## src/rtl/tile_flusher_pkg.sv

```systemverilog
// Shared constants, state encoding and FIFO entry layout for the tile flusher.
package tile_flusher_pkg;

    localparam int TILE_WIDTH  = 80;
    localparam int TILE_HEIGHT = 10;

    localparam logic [31:0] WIPE_PIXEL = 32'hFFFF_FFFF;

    typedef enum logic [1:0] {
        ST_IDLE,
        ST_READING,
        ST_DRAINING,
        ST_DONE
    } flush_state_t;

    typedef struct packed {
        logic [31:0] data;
        logic [10:0] x;
        logic [9:0]  y;
    } pixel_entry_t;

endpackage

```

## src/rtl/tile_flush_fifo.sv

```systemverilog
// Synchronous output FIFO for the tile flusher: push/pop, occupancy count and flush.
module tile_flush_fifo
    import tile_flusher_pkg::*;
#(
    parameter  int DEPTH = 4,
    localparam int PTR_W = (DEPTH > 1) ? $clog2(DEPTH) : 1,
    localparam int CNT_W = $clog2(DEPTH + 1)
)(
    input  logic             clk,
    input  logic             rst,
    input  logic             i_flush,
    input  logic             i_push,
    input  pixel_entry_t     i_data,
    input  logic             i_pop,
    output pixel_entry_t     o_data,
    output logic [CNT_W-1:0] o_count
);

    pixel_entry_t     r_mem [DEPTH];
    logic [PTR_W-1:0] r_wr_ptr;
    logic [PTR_W-1:0] r_rd_ptr;
    logic [CNT_W-1:0] r_count;
    logic             w_do_push;
    logic             w_do_pop;

    function automatic logic [PTR_W-1:0] ptr_next(input logic [PTR_W-1:0] p);
        return (p == PTR_W'(DEPTH - 1)) ? '0 : p + 1'b1;
    endfunction

    assign w_do_pop  = i_pop && (r_count != '0);
    assign w_do_push = i_push && ((r_count != CNT_W'(DEPTH)) || w_do_pop);

    always_ff @(posedge clk) begin
        if (rst || i_flush) begin
            r_wr_ptr <= '0;
            r_rd_ptr <= '0;
            r_count  <= '0;
        end else begin
            if (w_do_push) r_wr_ptr <= ptr_next(r_wr_ptr);
            if (w_do_pop)  r_rd_ptr <= ptr_next(r_rd_ptr);
            case ({w_do_push, w_do_pop})
                2'b10:   r_count <= r_count + 1'b1;
                2'b01:   r_count <= r_count - 1'b1;
                default: r_count <= r_count;
            endcase
        end
    end

    // NOTE: storage is deliberately not reset; the occupancy count decides what is visible.
    always_ff @(posedge clk) begin
        if (w_do_push) r_mem[r_wr_ptr] <= i_data;
    end

    assign o_data  = r_mem[r_rd_ptr];
    assign o_count = r_count;

endmodule

```

## src/rtl/tile_flusher.sv

```systemverilog
// Drains a painted 80x10 tile from BRAM in raster order as coordinate-tagged pixels.
// Optional TILE_FLUSH_SKIP_EMPTY_EN: wipe-valued words are dropped instead of emitted.
module tile_flusher
    import tile_flusher_pkg::*;
#(
    parameter int BRAM_LATENCY = 2,
    parameter int FIFO_DEPTH   = 4
)(
    input  logic        clk,
    input  logic        rst,
    input  logic        active,
    input  logic [10:0] x_offset,
    input  logic [9:0]  y_offset,
    output logic [9:0]  tile_bram_read_addr,
    input  logic [31:0] tile_bram_read_data,
    output logic        pixel_valid,
    input  logic        pixel_ready,
    output logic [31:0] pixel_data,
    output logic [10:0] pixel_x,
    output logic [9:0]  pixel_y,
    output logic        done
);

    localparam int CNT_W = $clog2(FIFO_DEPTH + 1);

    flush_state_t r_state;
    flush_state_t w_next_state;

    logic [10:0] r_x_off;
    logic [9:0]  r_y_off;
    logic [6:0]  r_x;
    logic [3:0]  r_y;
    logic [9:0]  r_addr;

    logic [BRAM_LATENCY-1:0] r_pipe_vld;
    logic [10:0]             r_pipe_x [BRAM_LATENCY];
    logic [9:0]              r_pipe_y [BRAM_LATENCY];

    logic [7:0]       w_inflight;
    logic [CNT_W-1:0] w_count;
    logic             w_credit;
    logic             w_issue;
    logic             w_last;
    logic             w_push;
    logic             w_pop;
    pixel_entry_t     w_push_entry;
    pixel_entry_t     w_head;

    always_comb begin
        w_inflight = '0;
        for (int i = 0; i < BRAM_LATENCY; i++) w_inflight = w_inflight + 8'(r_pipe_vld[i]);
    end

    // Credit counts reads in flight so a full FIFO can never be overrun by returning data.
    assign w_credit = (8'(w_count) + w_inflight) < 8'(FIFO_DEPTH);
    assign w_issue  = (r_state == ST_READING) && active && w_credit;
    assign w_last   = (r_x == 7'(TILE_WIDTH - 1)) && (r_y == 4'(TILE_HEIGHT - 1));
    assign w_pop    = pixel_valid && pixel_ready;

    // NOTE: all sequential state uses non-blocking assignments so every register samples pre-edge values.
    always_ff @(posedge clk) begin
        if (rst) r_state <= ST_IDLE;
        else     r_state <= w_next_state;
    end

    // NOTE: every output of this block gets a default first, so no path can infer a latch.
    always_comb begin
        w_next_state = r_state;
        done         = 1'b0;
        case (r_state)
            ST_IDLE:     if (active) w_next_state = ST_READING;
            ST_READING:  if (w_issue && w_last) w_next_state = ST_DRAINING;
            ST_DRAINING: if (w_inflight == '0 &&
                             (w_count == '0 || (w_count == CNT_W'(1) && w_pop)))
                             w_next_state = ST_DONE;
            ST_DONE:     done = 1'b1;
            default:     w_next_state = ST_IDLE;
        endcase
        if (!active) w_next_state = ST_IDLE;
    end

    always_ff @(posedge clk) begin
        if (rst) begin
            r_x_off <= '0;
            r_y_off <= '0;
            r_x     <= '0;
            r_y     <= '0;
            r_addr  <= '0;
        end else if (!active) begin
            r_x    <= '0;
            r_y    <= '0;
            r_addr <= '0;
        end else if (r_state == ST_IDLE) begin
            r_x_off <= x_offset;
            r_y_off <= y_offset;
        end else if (w_issue && !w_last) begin
            r_addr <= r_addr + 1'b1;
            if (r_x == 7'(TILE_WIDTH - 1)) begin
                r_x <= '0;
                r_y <= r_y + 1'b1;
            end else begin
                r_x <= r_x + 1'b1;
            end
        end
    end

    always_ff @(posedge clk) begin
        if (rst || !active) begin
            r_pipe_vld <= '0;
        end else begin
            r_pipe_vld[0] <= w_issue;
            for (int i = 1; i < BRAM_LATENCY; i++) r_pipe_vld[i] <= r_pipe_vld[i-1];
        end
    end

    // Screen coordinates travel with the read so they meet their data at the FIFO input.
    always_ff @(posedge clk) begin
        r_pipe_x[0] <= r_x_off + 11'(r_x);
        r_pipe_y[0] <= r_y_off + 10'(r_y);
        for (int i = 1; i < BRAM_LATENCY; i++) begin
            r_pipe_x[i] <= r_pipe_x[i-1];
            r_pipe_y[i] <= r_pipe_y[i-1];
        end
    end

    always_comb begin
        w_push_entry.data = tile_bram_read_data;
        w_push_entry.x    = r_pipe_x[BRAM_LATENCY-1];
        w_push_entry.y    = r_pipe_y[BRAM_LATENCY-1];
`ifdef TILE_FLUSH_SKIP_EMPTY_EN
        w_push = r_pipe_vld[BRAM_LATENCY-1] && (tile_bram_read_data != WIPE_PIXEL);
`else
        w_push = r_pipe_vld[BRAM_LATENCY-1];
`endif
    end

    tile_flush_fifo #(
        .DEPTH (FIFO_DEPTH)
    ) u_fifo (
        .clk     (clk),
        .rst     (rst),
        .i_flush (!active),
        .i_push  (w_push),
        .i_data  (w_push_entry),
        .i_pop   (w_pop),
        .o_data  (w_head),
        .o_count (w_count)
    );

    assign tile_bram_read_addr = r_addr;
    assign pixel_valid         = (w_count != '0);
    assign pixel_data          = w_head.data;
    assign pixel_x             = w_head.x;
    assign pixel_y             = w_head.y;

endmodule

```

## config.mk

```make
export PLATFORM = sky130hd
export DESIGN_NAME = tile_flusher
export DESIGN_NICKNAME = d
export VERILOG_FILES = /design/src/rtl/tile_flusher_pkg.sv /design/src/rtl/tile_flush_fifo.sv /design/src/rtl/tile_flusher.sv
export SDC_FILE = /design/constraint.sdc
export NUM_CORES = 1
export LEC_CHECK = 0
export BUFFER_PORTS_ARGS = -buffer_cell sky130_fd_sc_hd__buf_4
export CORE_ASPECT_RATIO = 1.75
export CORE_MARGIN = 1.5
export CORE_UTILIZATION = 45
export CTS_BUF_LIST = sky130_fd_sc_hd__clkbuf_4 sky130_fd_sc_hd__clkbuf_8 sky130_fd_sc_hd__clkbuf_16
export CTS_CLUSTER_DIAMETER = 30
export DETAILED_ROUTE_END_ITERATION = 7
export GPL_ROUTABILITY_DRIVEN = 0
export PLACE_DENSITY = 0.66
export SLEW_MARGIN = 20
export SYNTH_ARGS = -nofsm -noshare
export SYNTH_HDL_FRONTEND = slang
export SYNTH_SLANG_ARGS = --single-unit
export TNS_END_PERCENT = 10
```

## constraint.sdc

```tcl
create_clock -name clk -period 2.55 [get_ports clk]
set_clock_uncertainty 0.1 [all_clocks]
set_input_delay 0.1275 -clock clk [delete_from_list [all_inputs] [get_ports clk]]
set_output_delay 0.1275 -clock clk [all_outputs]
set_load 0.01 [all_outputs]
```

==> metrics.csv <==
metric,value,unit
worst skew pair latency,0.51,ns
Overflow after GRT,0,
Syn. warnings,0,
final critical-path required period,2.405,ns
cell taking the most area after synthesis,edfxtp_1,
Final Max Slew Viols,0,
Global Route Usage Sum,17.04,%
R2R cell count,6,
Layout area overhead,28.65,%
Nets,1024,
CP max stage delay,0.54,ns
buffers added on ports,121,
vias in the first global route,7080,
Lkg Pwr,5.419,nW
crit path DAT,2.74,ns
RSZ-0062 raised after global routing,false,
num rows,78,
top-count cell post-synth,edfxtp_1,
Root Driver,clkbuf_16,
relative slew slack,59.01,%
Non-Filler Instances,1279,
maximum buffer depth of the clock tree,3,
Final setup violation count,0,
Crit. End Element,flip-flop,
highest-delay cell along the critical path,or4_1,
placed inst area,13170,um^2
CP max FO,20,
"Core Util, Final",58.46,%
CTS tree,built,
Fin. Hold Viols,0,
Die X,124.9,um
top cell type's share of synthesized area,54.37,%
total negative slack,0,ns
FILL cells,1987,
Antenna Cells,0,
Most common cell on crit path,ha_1,
design area,15060,um^2
Num CTS Buffers,35,
placed cells,1141,
Max Cap Viol,0,
clock-pin slew on the worst setup and hold paths,0.06,ns
clock sinks,309,
"top cells by area, synth","edfxtp_1 54%, dfxtp_1 17%, mux4_2 10%, ha_1 3.4%, nand2_1 2.1%",
period utilisation layout,94.32,%
Ports,122,
power density over the cells,709.3,nW/um^2
Crit. Startpoint,r_pipe_vld[1],
status,"complete, no violations",
Synth Flop Type,edfxtp_1,
Fmax achieved,0.4158,GHz
synthesized area,11710,um^2
syn nets,800,
Worst Setup Path Type,reg2reg,
critical path endpoint,tile_bram_read_addr[4],
initial DRC count,290,
first-pass GRT wire length,36.21,mm
Post-Syn Area per Cell,16.51,um^2
register-to-register setup slack,0.14,ns
Critical Path RT,2.88,ns
Avg WL per Cell,17.55,um
share of layout cells above drive strength 1,27.74,%
maximum ir drop on the vdd rail,426.1,uV
die area,27030,um^2
hold crit path type,in2reg,
ys async rst share,0,%
Chip Height,216.4,um
sequential area share after synthesis,70.96,%
routed via count,6673,
DRC violation count after routing,0,
drt total wl,22.45,mm
largest net degree at the start of global routing,54,
Reg2Reg Launch Point,r_pipe_vld[1],
number of setup buffers added after CTS,0,
Post-synth EDFFs,212,
actual slew at the worst max-slew pin,0.6149,ns
Worst setup SP type,flip-flop,
dpl hpwl,14.17,mm
CP Cell Sequence,ha_1 > ha_1 > a31o_2 > or2_2 > or4_1 > a21oi_1,
Pre-antenna DRT Iters,4,
Setup WS post-layout,0.1449,ns
placeable core area,25760,um^2
Initial Utilization,45.44,%
commonest cells in the netlist,"212 x edfxtp_1, 97 x dfxtp_1, 66 x nand2_1",
setup slack at placement,0.1350,ns
cells after synthesis,709,
Crit Reg-Reg Endpoint,tile_bram_read_addr[4],
Routed Antenna Nets,0,
antenna violations before repair,0,
Synth cell types,53,
mean number of vias per cell,5.217,
#FFs+latches synth,309,
H-tree depth,2,
-- final cells by class --
type / count / area, um^2 / share of cell area (%)
Multi-Input combinational cell: 359 / 3236 / 21.48
Sequential cell: 309 / 8313 / 55.19
Clock inverter: 23 / 232.7 / 1.545
Timing Repair Buffer: 213 / 1912 / 12.69
Tap cell: 320 / 400.4 / 2.658
Clock buffer: 40 / 913.4 / 6.064
Inverter: 15 / 56.30 / 0.3738
-- critical path, delay by kind of cell (launching register included) --
kind	cells	cell delay [ns]
DFF	1	0.35
adders and majority gates	2	0.49
and+or+nand+nor	2	0.96
AOI/OAI and AO/OA	2	0.43
-- report_power, final --
| part | switching [mW] | internal (mW) | total (mW) |
|---|---|---|---|
| sequential | 0.0501 | 5.43 | 5.48 |
| combinational | 0.149 | 0.196 | 0.345 |
| clock | 2.01 | 2.85 | 4.86 |
-- metal layers --
| metal | up-vias | wire length [um] | track usage (%) |
|---|---|---|---|
| li1 | 3202 | - | - |
| met3 | 40 | 849 | 2.987 |
| met2 | 153 | 12430 | 32.77 |
| met5 | - | 0 | 0 |
| met4 | 0 | 626 | 6.174 |
| met1 | 3278 | 8542 | 18.56 |
-- flip-flops by register name, summed over array words and instances (netlist names), named ones only --
name,cells
r_x,7
u_fifo.r_rd_ptr,2
r_pipe_y,20
r_y,4
r_pipe_x,22
tile_bram_read_addr,10
u_fifo.o_count,3
u_fifo.r_mem,212
r_x_off,11
u_fifo.r_wr_ptr,2
r_y_off,10
r_pipe_vld,2
r_state,2
-- stage by stage --
stage	power [mW]	hold WS (ns)
5_1_grt	11.05	0.07758
6_report	10.68	0.04580
3_5_place_dp	5.839	0.2121
3_3_place_gp	5.828	0.2103
2_1_floorplan	5.687	0.09657
4_1_cts	10.80	0.02439
-- worst min-delay path by stage --
| stage | startpoint | endpoint | slack (ns) | cells past startpoint |
|---|---|---|---|---|
| after floorplan | rst | r_y_off[0] | 0.1 | 1 |
| after global placement | r_pipe_x[0][7] | r_pipe_x[0][18] | 0.21 | 0 |
| after detailed placement | r_pipe_x[0][2] | r_pipe_x[0][13] | 0.21 | 0 |
| after CTS | active | r_x[6] | 0.02 | 5 |
| after global routing | active | r_x[6] | 0.08 | 5 |
| final | active | r_x[6] | 0.05 | 5 |
-- cells in the final DEF (no fill, tap or decap), types with 10 or more instances in the layout --
master,instances
clkbuf_16,35
nand2_1,66
nand3_1,13
dfxtp_1,95
inv_1,15
buf_4,128
ha_1,32
a21oi_1,47
buf_12,10
mux4_2,53
edfxtp_1,212
dlygate4sd3_1,75
nor2_1,14
xnor2_1,11
o21ai_0,13
-- logic make-up after synthesis --
family                     share of synthesized area, %
DFF                                               70.96
and+or+nand+nor                                   6.657
AOI/OAI and AO/OA                                 5.194
muxes                                             10.63
buffers and inverters                             1.453
adders and majority gates                         3.761
xor gates and xnor gates                          1.346
-- repair_timing --
| action | CTS | global route |
|---|---|---|
| endpoints found under the hold margin | 153 | 0 |
| setup endpoints to repair | 0 | 5 |
| hold buffers | 75 | 0 |
| resized for setup | 0 | 2 |
Note: power is estimated with default switching activity, not from simulation.
